## src/rtl/dvp_rgb565_receiver_if.sv

```systemverilog
// Pixel stream leaving the DVP receiver: AXI4-Stream style, no backpressure.
interface dvp_rgb565_receiver_if;
    logic [15:0] m_tdata;
    logic        m_tvalid;
    logic        m_tlast;
    logic        m_tuser;

    modport master (output m_tdata, m_tvalid, m_tlast, m_tuser);
    modport slave  (input  m_tdata, m_tvalid, m_tlast, m_tuser);
endinterface

```

## src/rtl/dvp_rgb565_receiver.sv

```systemverilog
// DVP camera bus capture: registers din/href/vsync, builds a byte stream with
// a last-byte flag, pairs bytes into RGB565 pixels and tracks line/frame sizes.
module dvp_rgb565_receiver #(
    parameter int BYTE_SWAP         = 0,
    parameter int VSYNC_ACTIVE_HIGH = 1,
    parameter int CNT_W             = 12
) (
    input  logic                    pclk,
    input  logic                    aresetn,
    input  logic [7:0]              din,
    input  logic                    href,
    input  logic                    vsync,
    dvp_rgb565_receiver_if.master   m,
    output logic                    odd_line,
    output logic [CNT_W-1:0]        line_pixels,
    output logic [CNT_W-1:0]        frame_lines
);

    typedef enum logic {PH_FIRST, PH_SECOND} phase_t;

    // stage A / B registers
    logic [7:0]       din_a_q, din_b_q;
    logic             href_a_q, vs_a_q, bvalid_q, vs_act_b_q;
    // stage C state
    phase_t           phase_q, phase_d;
    logic [7:0]       hold_q, hold_d;
    logic             sof_q, sof_d;
    logic [CNT_W-1:0] pix_cnt_q, pix_cnt_d, line_cnt_q, line_cnt_d;
    // registered outputs
    logic [15:0]      tdata_q, tdata_d;
    logic             tvalid_q, tvalid_d, tlast_q, tlast_d, tuser_q, tuser_d;
    logic             odd_q, odd_d;
    logic [CNT_W-1:0] line_pixels_q, line_pixels_d, frame_lines_q, frame_lines_d;

    logic             vs_act, blast;
    logic [CNT_W-1:0] pix_inc;

    function automatic logic [CNT_W-1:0] sat_inc(input logic [CNT_W-1:0] v);
        return (v == '1) ? v : v + 1'b1;
    endfunction

    assign vs_act  = (VSYNC_ACTIVE_HIGH != 0) ? vs_a_q : ~vs_a_q;
    // the byte in stage B is the last of its line when the following sample has href low
    assign blast   = bvalid_q & ~href_a_q;
    assign pix_inc = sat_inc(pix_cnt_q);

    // input capture and byte-stream stages
    always_ff @(posedge pclk or negedge aresetn) begin
        if (!aresetn) begin
            din_a_q    <= '0;
            href_a_q   <= 1'b0;
            vs_a_q     <= 1'b0;
            din_b_q    <= '0;
            bvalid_q   <= 1'b0;
            vs_act_b_q <= 1'b0;
        end else begin
            din_a_q    <= din;
            href_a_q   <= href;
            vs_a_q     <= vsync;
            din_b_q    <= din_a_q;
            bvalid_q   <= href_a_q & ~vs_act;
            vs_act_b_q <= vs_act;
        end
    end

    // pairing state, counters and output registers
    always_ff @(posedge pclk or negedge aresetn) begin
        if (!aresetn) begin
            phase_q       <= PH_FIRST;
            hold_q        <= '0;
            sof_q         <= 1'b1;
            pix_cnt_q     <= '0;
            line_cnt_q    <= '0;
            tdata_q       <= '0;
            tvalid_q      <= 1'b0;
            tlast_q       <= 1'b0;
            tuser_q       <= 1'b0;
            odd_q         <= 1'b0;
            line_pixels_q <= '0;
            frame_lines_q <= '0;
        end else begin
            phase_q       <= phase_d;
            hold_q        <= hold_d;
            sof_q         <= sof_d;
            pix_cnt_q     <= pix_cnt_d;
            line_cnt_q    <= line_cnt_d;
            tdata_q       <= tdata_d;
            tvalid_q      <= tvalid_d;
            tlast_q       <= tlast_d;
            tuser_q       <= tuser_d;
            odd_q         <= odd_d;
            line_pixels_q <= line_pixels_d;
            frame_lines_q <= frame_lines_d;
        end
    end

    // byte pairing, frame sync handling and line/frame counting
    always_comb begin
        phase_d       = phase_q;
        hold_d        = hold_q;
        sof_d         = sof_q;
        pix_cnt_d     = pix_cnt_q;
        line_cnt_d    = line_cnt_q;
        tdata_d       = tdata_q;
        tvalid_d      = 1'b0;
        tlast_d       = 1'b0;
        tuser_d       = 1'b0;
        odd_d         = 1'b0;
        line_pixels_d = line_pixels_q;
        frame_lines_d = frame_lines_q;

        if (vs_act) begin
            // blanking also drops a byte already in stage B, so a cut line never emits tlast;
            // the partial line's pixel count is discarded with it
            sof_d     = 1'b1;
            phase_d   = PH_FIRST;
            hold_d    = '0;
            pix_cnt_d = '0;
            if (!vs_act_b_q) begin
                if (line_cnt_q != '0) begin
                    frame_lines_d = line_cnt_q;
                end
                line_cnt_d = '0;
            end
        end else if (bvalid_q) begin
            if (phase_q == PH_FIRST && !blast) begin
                hold_d  = din_b_q;
                phase_d = PH_SECOND;
            end else begin
                tvalid_d  = 1'b1;
                tlast_d   = blast;
                tuser_d   = sof_q;
                sof_d     = 1'b0;
                odd_d     = (phase_q == PH_FIRST);
                phase_d   = PH_FIRST;
                pix_cnt_d = pix_inc;
                if (phase_q == PH_SECOND) begin
                    tdata_d = (BYTE_SWAP != 0) ? {din_b_q, hold_q} : {hold_q, din_b_q};
                end else begin
                    tdata_d = (BYTE_SWAP != 0) ? {8'h00, din_b_q} : {din_b_q, 8'h00};
                end
                if (blast) begin
                    line_pixels_d = pix_inc;
                    pix_cnt_d     = '0;
                    line_cnt_d    = sat_inc(line_cnt_q);
                end
            end
        end
    end

    assign m.m_tdata   = tdata_q;
    assign m.m_tvalid  = tvalid_q;
    assign m.m_tlast   = tlast_q;
    assign m.m_tuser   = tuser_q;
    assign odd_line    = odd_q;
    assign line_pixels = line_pixels_q;
    assign frame_lines = frame_lines_q;

endmodule

```

## src/flat_wrapper.sv

```systemverilog
// flat-port wrapper written by rule: the top's interface ports become plain ports
module dvp_rgb565_receiver_flat 
#(
    parameter int BYTE_SWAP         = 0,
    parameter int VSYNC_ACTIVE_HIGH = 1,
    parameter int CNT_W             = 12
)
  (pclk, aresetn, din, href, vsync, odd_line, line_pixels, frame_lines, m_m_tdata, m_m_tvalid, m_m_tlast, m_m_tuser);
  dvp_rgb565_receiver_if m_i ();
  input  logic pclk;
  input  logic aresetn;
  input  logic [7:0] din;
  input  logic href;
  input  logic vsync;
  output logic odd_line;
  output logic [CNT_W-1:0] line_pixels;
  output logic [CNT_W-1:0] frame_lines;
  output wire logic [$bits(m_i.m_tdata)-1:0] m_m_tdata;
  output wire logic [$bits(m_i.m_tvalid)-1:0] m_m_tvalid;
  output wire logic [$bits(m_i.m_tlast)-1:0] m_m_tlast;
  output wire logic [$bits(m_i.m_tuser)-1:0] m_m_tuser;
  assign m_m_tdata = m_i.m_tdata;
  assign m_m_tvalid = m_i.m_tvalid;
  assign m_m_tlast = m_i.m_tlast;
  assign m_m_tuser = m_i.m_tuser;
  dvp_rgb565_receiver #(.BYTE_SWAP(BYTE_SWAP), .VSYNC_ACTIVE_HIGH(VSYNC_ACTIVE_HIGH), .CNT_W(CNT_W)) u_core (.pclk(pclk), .aresetn(aresetn), .din(din), .href(href), .vsync(vsync), .m(m_i), .odd_line(odd_line), .line_pixels(line_pixels), .frame_lines(frame_lines));
endmodule
```

## config.mk

```make
export PLATFORM = sky130hd
export DESIGN_NAME = dvp_rgb565_receiver_flat
export DESIGN_NICKNAME = d
export VERILOG_FILES = /design/src/rtl/dvp_rgb565_receiver_if.sv /design/src/rtl/dvp_rgb565_receiver.sv /design/src/flat_wrapper.sv
export SDC_FILE = /design/constraint.sdc
export NUM_CORES = 1
export LEC_CHECK = 0
export ABC_AREA = 0
export CORE_MARGIN = 2
export CORE_UTILIZATION = 59
export DETAILED_ROUTE_END_ITERATION = 8
export GPL_ROUTABILITY_DRIVEN = 0
export PLACE_DENSITY = 0.93
export SLEW_MARGIN = 20
export SYNTH_ARGS = -nofsm -noshare
export SYNTH_HDL_FRONTEND = slang
export SYNTH_SLANG_ARGS = --single-unit
```

## constraint.sdc

```tcl
create_clock -name pclk -period 6.1 [get_ports pclk]
set_input_delay 0.915 -clock pclk [delete_from_list [all_inputs] [get_ports pclk]]
set_output_delay 0.915 -clock pclk [all_outputs]
set_load 0.01 [all_outputs]
```

==> impl_results.md, run 1 <==
* Io pins at 56
* Cells on worst reg2reg path at 5
* Dominant cell type by area after synthesis: dfrtp_1
* Cells after Synth at 384
* Fin area at 0.00496 mm2
* H-Tree Depth at 3
* Max-slew violation count at 0
* DRC viols at 0
* Period utilisation layout at 0.431
* Async set-or-reset flop fraction in the synthesized netlist at 1.00
* Post-synth EDFFs at 0
* IO Port Bufs at 55
* CP startpoint kind: register
* Worst hold path class: register to register
* Yosys Warn Count at 0
* Initial antenna violation count at 0
* WP data required at 6.40 ns
* # Max-Cap Violations at 0
* Leakage at 2.12 nW
* Met3 Use GR at 0.0434
* Status: complete, no violations
* Largest net degree at the start of global routing at 77
* Setup TNS at 0 ns
* R2r setup slk at 3.47 ns
* Global Route Usage Sum at 0.243
* Critical Path Fanout Max at 28
* Hold Path Origin: u_core.din_a_q[3]
* DP Cell Count at 513
* Final wirelength at 8640 um
* Clock sink count at 98
* Worst-path clk slew at 0.08 ns
* Initial Util at 0.610
* Clk buf depth at 2
* Setup Crit Path Kind: register to register
* Final Non-Filler Cells at 529
* Top Usage Layer GRT: met2
* Worst skew pair latency at 0.37 ns
* RSZ-0062 raised after global routing: false
* Synth Area per Inst at 10.8 um2
* Global-route wire length before repair at 14,500 um
* Overflow after GRT at 0
* Area contributors post-synth: dfrtp_1 (59%), mux2i_1 (4.8%), nand2_1 (4.6%)
* Met1 Use GR at 0.331
* Worst Path Arrival at 2.93 ns
* Worst hold path cell count at 0
* Syn_nets at 399
* Hold-critical path endpoint: u_core.din_b_q[3]
* FF-to-FF Start: u_core.vs_a_q
* CTS buffer count at 9
* Initial detailed-routing violation count at 382
* Actual slew at the worst max-slew pin at 0.915 ns
* CTS resizes at 0
* Vias in the first global route at 3,071
* Slew headroom at 0.390
* Die Y at 87.8 um
* Vias/cell at 5.95
* Layout cell share with drive strength beyond 1 at 0.0808
* Final Setup Violations at 0
* Total power density per cell area at 256 mW/mm2
* Vias at 3,146
* Area grow syn2layout at 19.7%
* Core Rows at 30
* Fin nets at 444
* Synth unique cells at 47
* Core area at 0.00679 mm2
* Cell Area, Synth at 0.00414 mm2
* Pwr Total at 1.27 mW
* Final core utilization at 0.730
* DRT Pass-1 Iters at 4
* Tmin final at 2.63 ns
* Crit end category: register
* Yosys reg bits at 98
* Routed len/inst at 16.3 um
* VDD IR max at 236 uV
* Reg2reg end: u_core.line_cnt_q[10]
* Final Hold Viols at 0
* Hold buffer count at cts at 0
* Clock Skews at 0.0126 ns
* HPWL Detailed at 5650 um
* Area fraction of the dominant cell type after synthesis at 0.586
* Grt met2 use at 0.381
* Share of the yosys chip area belonging to registers at 0.592
* CTS tree: yes
* Clock root buffer: clkbuf_8
* DP Area at 0.00473 mm2
* FMAX at 380 MHz
* Most frequent cell after synthesis: dfrtp_1
* Post-CTS setup buffer count at 0
* Post-DRT Antenna Nets at 0
* Die area at 0.00771 mm2
* Top_reg_cell synth: dfrtp_1
* Top cells by count, synth: dfrtp_1 (97), nand2_1 (51), o21ai_0 (37)
* Die X-Extent at 87.8 um
* Ant diodes at 0
-- per-layer routing --
metal | vias to the layer above | wire [um]
li1 | 1466 | -
met1 | 1516 | 3610
met2 | 133 | 4220
met3 | 31 | 535
met4 | 0 | 263
met5 | - | 0
-- registers in the layout (all words and copies together) (netlist names), 8 cells and up --
register / count
u_core.pix_cnt_q: 12
u_core.line_pixels: 12
u_core.din_b_q: 8
u_core.hold_q: 8
u_core.frame_lines: 12
u_core.din_a_q: 8
u_core.m.m_tdata: 16
u_core.line_cnt_q: 12
-- metrics by stage --
stage                     setup WS [ns]  hold WS [ns]
after floorplan                    4.16         0.331
after global placement             3.67         0.333
after detailed placement           3.55         0.335
after CTS                          3.50         0.354
after global routing               3.23         0.360
final                              3.47         0.353
-- how the worst max path moves through the flow --
stage | from | to | slack, ns | depth (start not counted)
after floorplan | u_core.vs_a_q | u_core.line_cnt_q[7] | 4.16 | 6
after global placement | u_core.vs_a_q | u_core.line_cnt_q[9] | 3.67 | 4
after detailed placement | u_core.vs_a_q | u_core.line_cnt_q[9] | 3.55 | 4
after CTS | u_core.vs_a_q | u_core.line_cnt_q[10] | 3.50 | 5
after global routing | u_core.vs_a_q | u_core.line_cnt_q[10] | 3.23 | 5
final | u_core.vs_a_q | u_core.line_cnt_q[10] | 3.47 | 5
-- power breakdown --
part / switching [mW] / internal (mW) / leakage (nW)
Sequential: 0.0214 / 0.678 / 1.30
Combinational: 0.0519 / 0.0548 / 0.706
Clock: 0.211 / 0.252 / 0.110
Total: 0.284 / 0.985 / 2.12
-- cell usage in the layout, fill, tap and decap left out, types with 2 or more instances in the layout --
cell and instances:
nand3_1 6, inv_1 7, o41ai_1 2, a41oi_1 2, o2111ai_1 2, nand2b_1 4, nand3b_1 3, a21oi_1 17
o311ai_0 2, nand4_1 5, a31oi_1 6, o21ai_0 37, buf_4 2, nand2_1 51, nor2b_1 2, clkbuf_1 2
clkdlybuf4s50_1 54, dfrtp_1 97, bufinv_16 2, ha_1 3, or3_1 3, nor4_1 8, xor2_1 2, mux2i_1 20
nor2_1 26, and4_1 2, nor3b_1 2, clkbuf_8 11, mux2_2 12, nand4b_1 2, a211oi_1 2, o31ai_1 10
or4_1 2, nor3_1 5, and3_1 2, o211ai_1 4
-- worst max-delay path, stage by stage, from the launching register on --
cell and delay, ns:
dfrtp_1 0.61, or3b_1 0.83, inv_2 0.27, o2111ai_1 0.26, or4_1 0.48, nand2_1 0.10
-- kinds of logic after synthesis --
kind of cell,count (synthesis),synth area share
flip-flops,98,0.592
AO/OA/AOI/OAI,89,0.130
XOR/XNOR,2,0.00423
multiplexers,32,0.0809
adder cells (fa/ha/maj),3,0.00906
buffers and inverters,31,0.0308
AND/OR/NAND/NOR,129,0.153
-- final cells by class --
class / count / area (um2)
Sequential cell: 98 / 2450
Fill cell: 452 / 1840
Multi-Input combinational cell: 255 / 1570
Timing Repair Buffer: 57 / 567
Clock buffer: 13 / 159
Tap cell: 96 / 120
Clock inverter: 2 / 60.1
Inverter: 8 / 30.0
Power figures use the tool's default switching activity.
==> run 2: changes to the inputs <==
Settings changed: CORE_UTILIZATION 59 to 54, PLACE_DENSITY 0.93 to 0.87.
Clock period 6.1 ns to 2.6 ns, I/O delays scaled along.
==> run 2 against run 1 <==
Core utilization shrank 4.7 points; critical endpoint is now u_core.frame_lines[8]; register-to-register slack lost 2.9 ns; setup slack lost 2.9 ns; combinational power grew 150%; power grew 130%; sequential share of layout area shrank 0.43 points; global-route usage shrank 2.6 points; routed wire length shrank 3.5%; fmax grew 29%.
==> impl_results.md, run 2 (same netlist as run 1, synthesis figures left out) <==
* VDD IR max at 484 uV (was 236 uV)
* Fin area at 0.00500 mm2 (was 0.00496 mm2)
* # Max-Cap Violations at 0 (unchanged)
* Tmin final at 2.04 ns (was 2.63 ns)
* Int Pwr at 2.29 mW (was 985 uW)
* Total power density per cell area at 595 mW/mm2 (was 256 mW/mm2)
* Setup TNS at 0 ns (unchanged)
* Worst hold path class: input pin to asynchronous set/reset pin (was register to register)
* DP Worst Slack at 0.588 ns (was 3.55 ns)
* CP most frequent cell: buf_4
* Vias at 3,092 (was 3,146)
* DP Area at 0.00477 mm2 (was 0.00473 mm2)
* Clk buf depth at 2 (unchanged)
* Die Y at 91.6 um (was 87.8 um)
* Actual slew at the worst max-slew pin at 0.706 ns (was 0.915 ns)
* Worst skew pair latency at 0.36 ns (was 0.37 ns)
* FMAX at 490 MHz (was 380 MHz)
* DRC viols at 0 (unchanged)
* Hold buffer count at cts at 0 (unchanged)
* Fin nets at 448 (was 444)
* CTS buffer count at 9 (unchanged)
* Post-CTS setup buffer count at 0 (unchanged)
* Vias/cell at 5.76 (was 5.95)
* Vias in the first global route at 3,043 (was 3,071)
* Layout cell share with drive strength beyond 1 at 0.0936 (was 0.0808)
* Worst path cell trace: buf_4, nand2b_1, a41oi_1, buf_4, mux2_2 (was or3b_1, inv_2, o2111ai_1, or4_1, nand2_1)
* Final wirelength at 8340 um (was 8640 um)
* Switching part of the total at 0.230 (was 0.224)
* Status: complete, no violations (unchanged)
* HPWL Detailed at 5580 um (was 5650 um)
* Critical Path Fanout Max at 19 (was 28)
* DRT Pass-1 Iters at 6 (was 4)
* Crit end category: register (unchanged)
* Leading cell type in the layout, fill and taps excluded: dfrtp_1 (unchanged)
* CTS resizes at 0 (unchanged)
* Overflow after GRT at 0 (unchanged)
* Number of flip-flops in the largest register at 16 (unchanged)
* CP startpoint kind: register (unchanged)
* H-Tree Depth at 3 (unchanged)
* Slowest Stage Delay on Critical Path at 0.51 ns (was 0.83 ns)
* Comb power frac at 0.089 (was 0.084)
* Global-route wire length before repair at 14,500 um (about the same)
* Max-slew violation count at 0 (unchanged)
* CP max-delay cell: a41oi_1 (was or3b_1)
* Leakage at 2.14 nW (was 2.12 nW)
* Clock sink count at 98 (unchanged)
* Initial antenna violation count at 0 (unchanged)
* Initial detailed-routing violation count at 251 (was 382)
* Routed len/inst at 15.5 um (was 16.3 um)
* Flop pwr share at 0.549 (was 0.551)
* RSZ-0062 raised after global routing: false (unchanged)
* Slew headroom at 0.529 (was 0.390)
* Post-DRT Antenna Nets at 0 (unchanged)
* Clock root buffer: clkbuf_8 (unchanged)
* Core Rows at 31 (was 30)
* Largest net degree at the start of global routing at 56 (was 77)
* Io pins at 56 (unchanged)
* Sw Pwr at 683 uW (was 284 uW)
* Worst Path Arrival at 2.29 ns (was 2.93 ns)
* Die area at 0.00839 mm2 (was 0.00771 mm2)
* Clock Skews at 0.00801 ns (was 0.0126 ns)
* Setup Crit Path Kind: register to register (unchanged)
* Area grow syn2layout at 20.7% (was 19.7%)
* Commonest cells after routing, fill and taps aside: dfrtp_1 (97), clkdlybuf4s50_1 (54), nand2_1 (51) (unchanged)
* Ant diodes at 0 (unchanged)
* Setup slack after layout at 0.560 ns (was 3.47 ns)
* Final Setup Violations at 0 (unchanged)
* WP data required at 2.84 ns (was 6.40 ns)
* Worst-path clk slew at 0.09 ns (was 0.08 ns)
* CTS tree: yes (unchanged)
* Die X-Extent at 91.6 um (was 87.8 um)
* Initial Util at 0.565 (was 0.610)
* Final Hold Viols at 0 (unchanged)
* Period utilisation layout at 0.785 (was 0.431)
* CP Buf/Inv Count at 2 (was 1)
* Global Route Usage Sum at 0.217 (was 0.243)
* IO Port Bufs at 55 (unchanged)
* Clock power frac at 0.362 (was 0.365)
* Core area at 0.00733 mm2 (was 0.00679 mm2)
* Delay-heaviest family, CP: compound AO/OA/AOI/OAI gates (was simple AND/OR/NAND/NOR gates)
run 2: path summary, 6_finish.rpt:
| path | from | to | slack, ns | cells after the start |
|---|---|---|---|---|
| worst max-delay path | u_core.vs_a_q | u_core.frame_lines[8] | 0.56 | 5 |
| worst min-delay path | aresetn | u_core.m.m_tdata[5] | 0.07 | 1 |
| worst max register to register | u_core.vs_a_q | u_core.frame_lines[8] | 0.56 | 5 |
| worst min register to register | u_core.din_a_q[3] | u_core.din_b_q[3] | 0.35 | 0 |
| max in group asynchronous | aresetn | u_core.din_a_q[0] | 1.86 | 2 |
| min in group pclk | u_core.din_a_q[3] | u_core.din_b_q[3] | 0.35 | 0 |
run 2: final cells by class:
cell class,count,area [um2]
fill,544,2330
clock buffer,10,138
multi-input combinational,255,1560
clock inverter,6,90.1
inverter,8,30.0
timing repair buffer,61,606
tap,99,124
sequential,98,2450
run 2: power groups by stage:
stage	logic, mW	registers [mW]	clock network [mW]
after floorplan	0.0872	1.68	0
after global placement	0.260	1.66	0
after detailed placement	0.269	1.66	0
after CTS	0.270	1.63	1.10
after global routing	0.292	1.64	1.19
final	0.265	1.63	1.08
run 2: per-stage QoR:
stage,hold slack [ns],cells,util,power (mW)
floorplan,0.0944,384,-,1.76
global placement,0.332,521,0.651,1.92
detailed placement,0.336,521,0.651,1.93
CTS,0.0988,537,0.682,3.01
global route,0.120,537,0.682,3.13
finish,0.0684,537,0.682,2.98
run 2: metal layers:
layer  up-vias  part of all wire  GRT usage
li1       1470                 -          -
met5         -                 0          0
met2       101              0.49      0.344
met4         0             0.017     0.0707
met3        18             0.053     0.0515
met1      1503              0.44      0.296
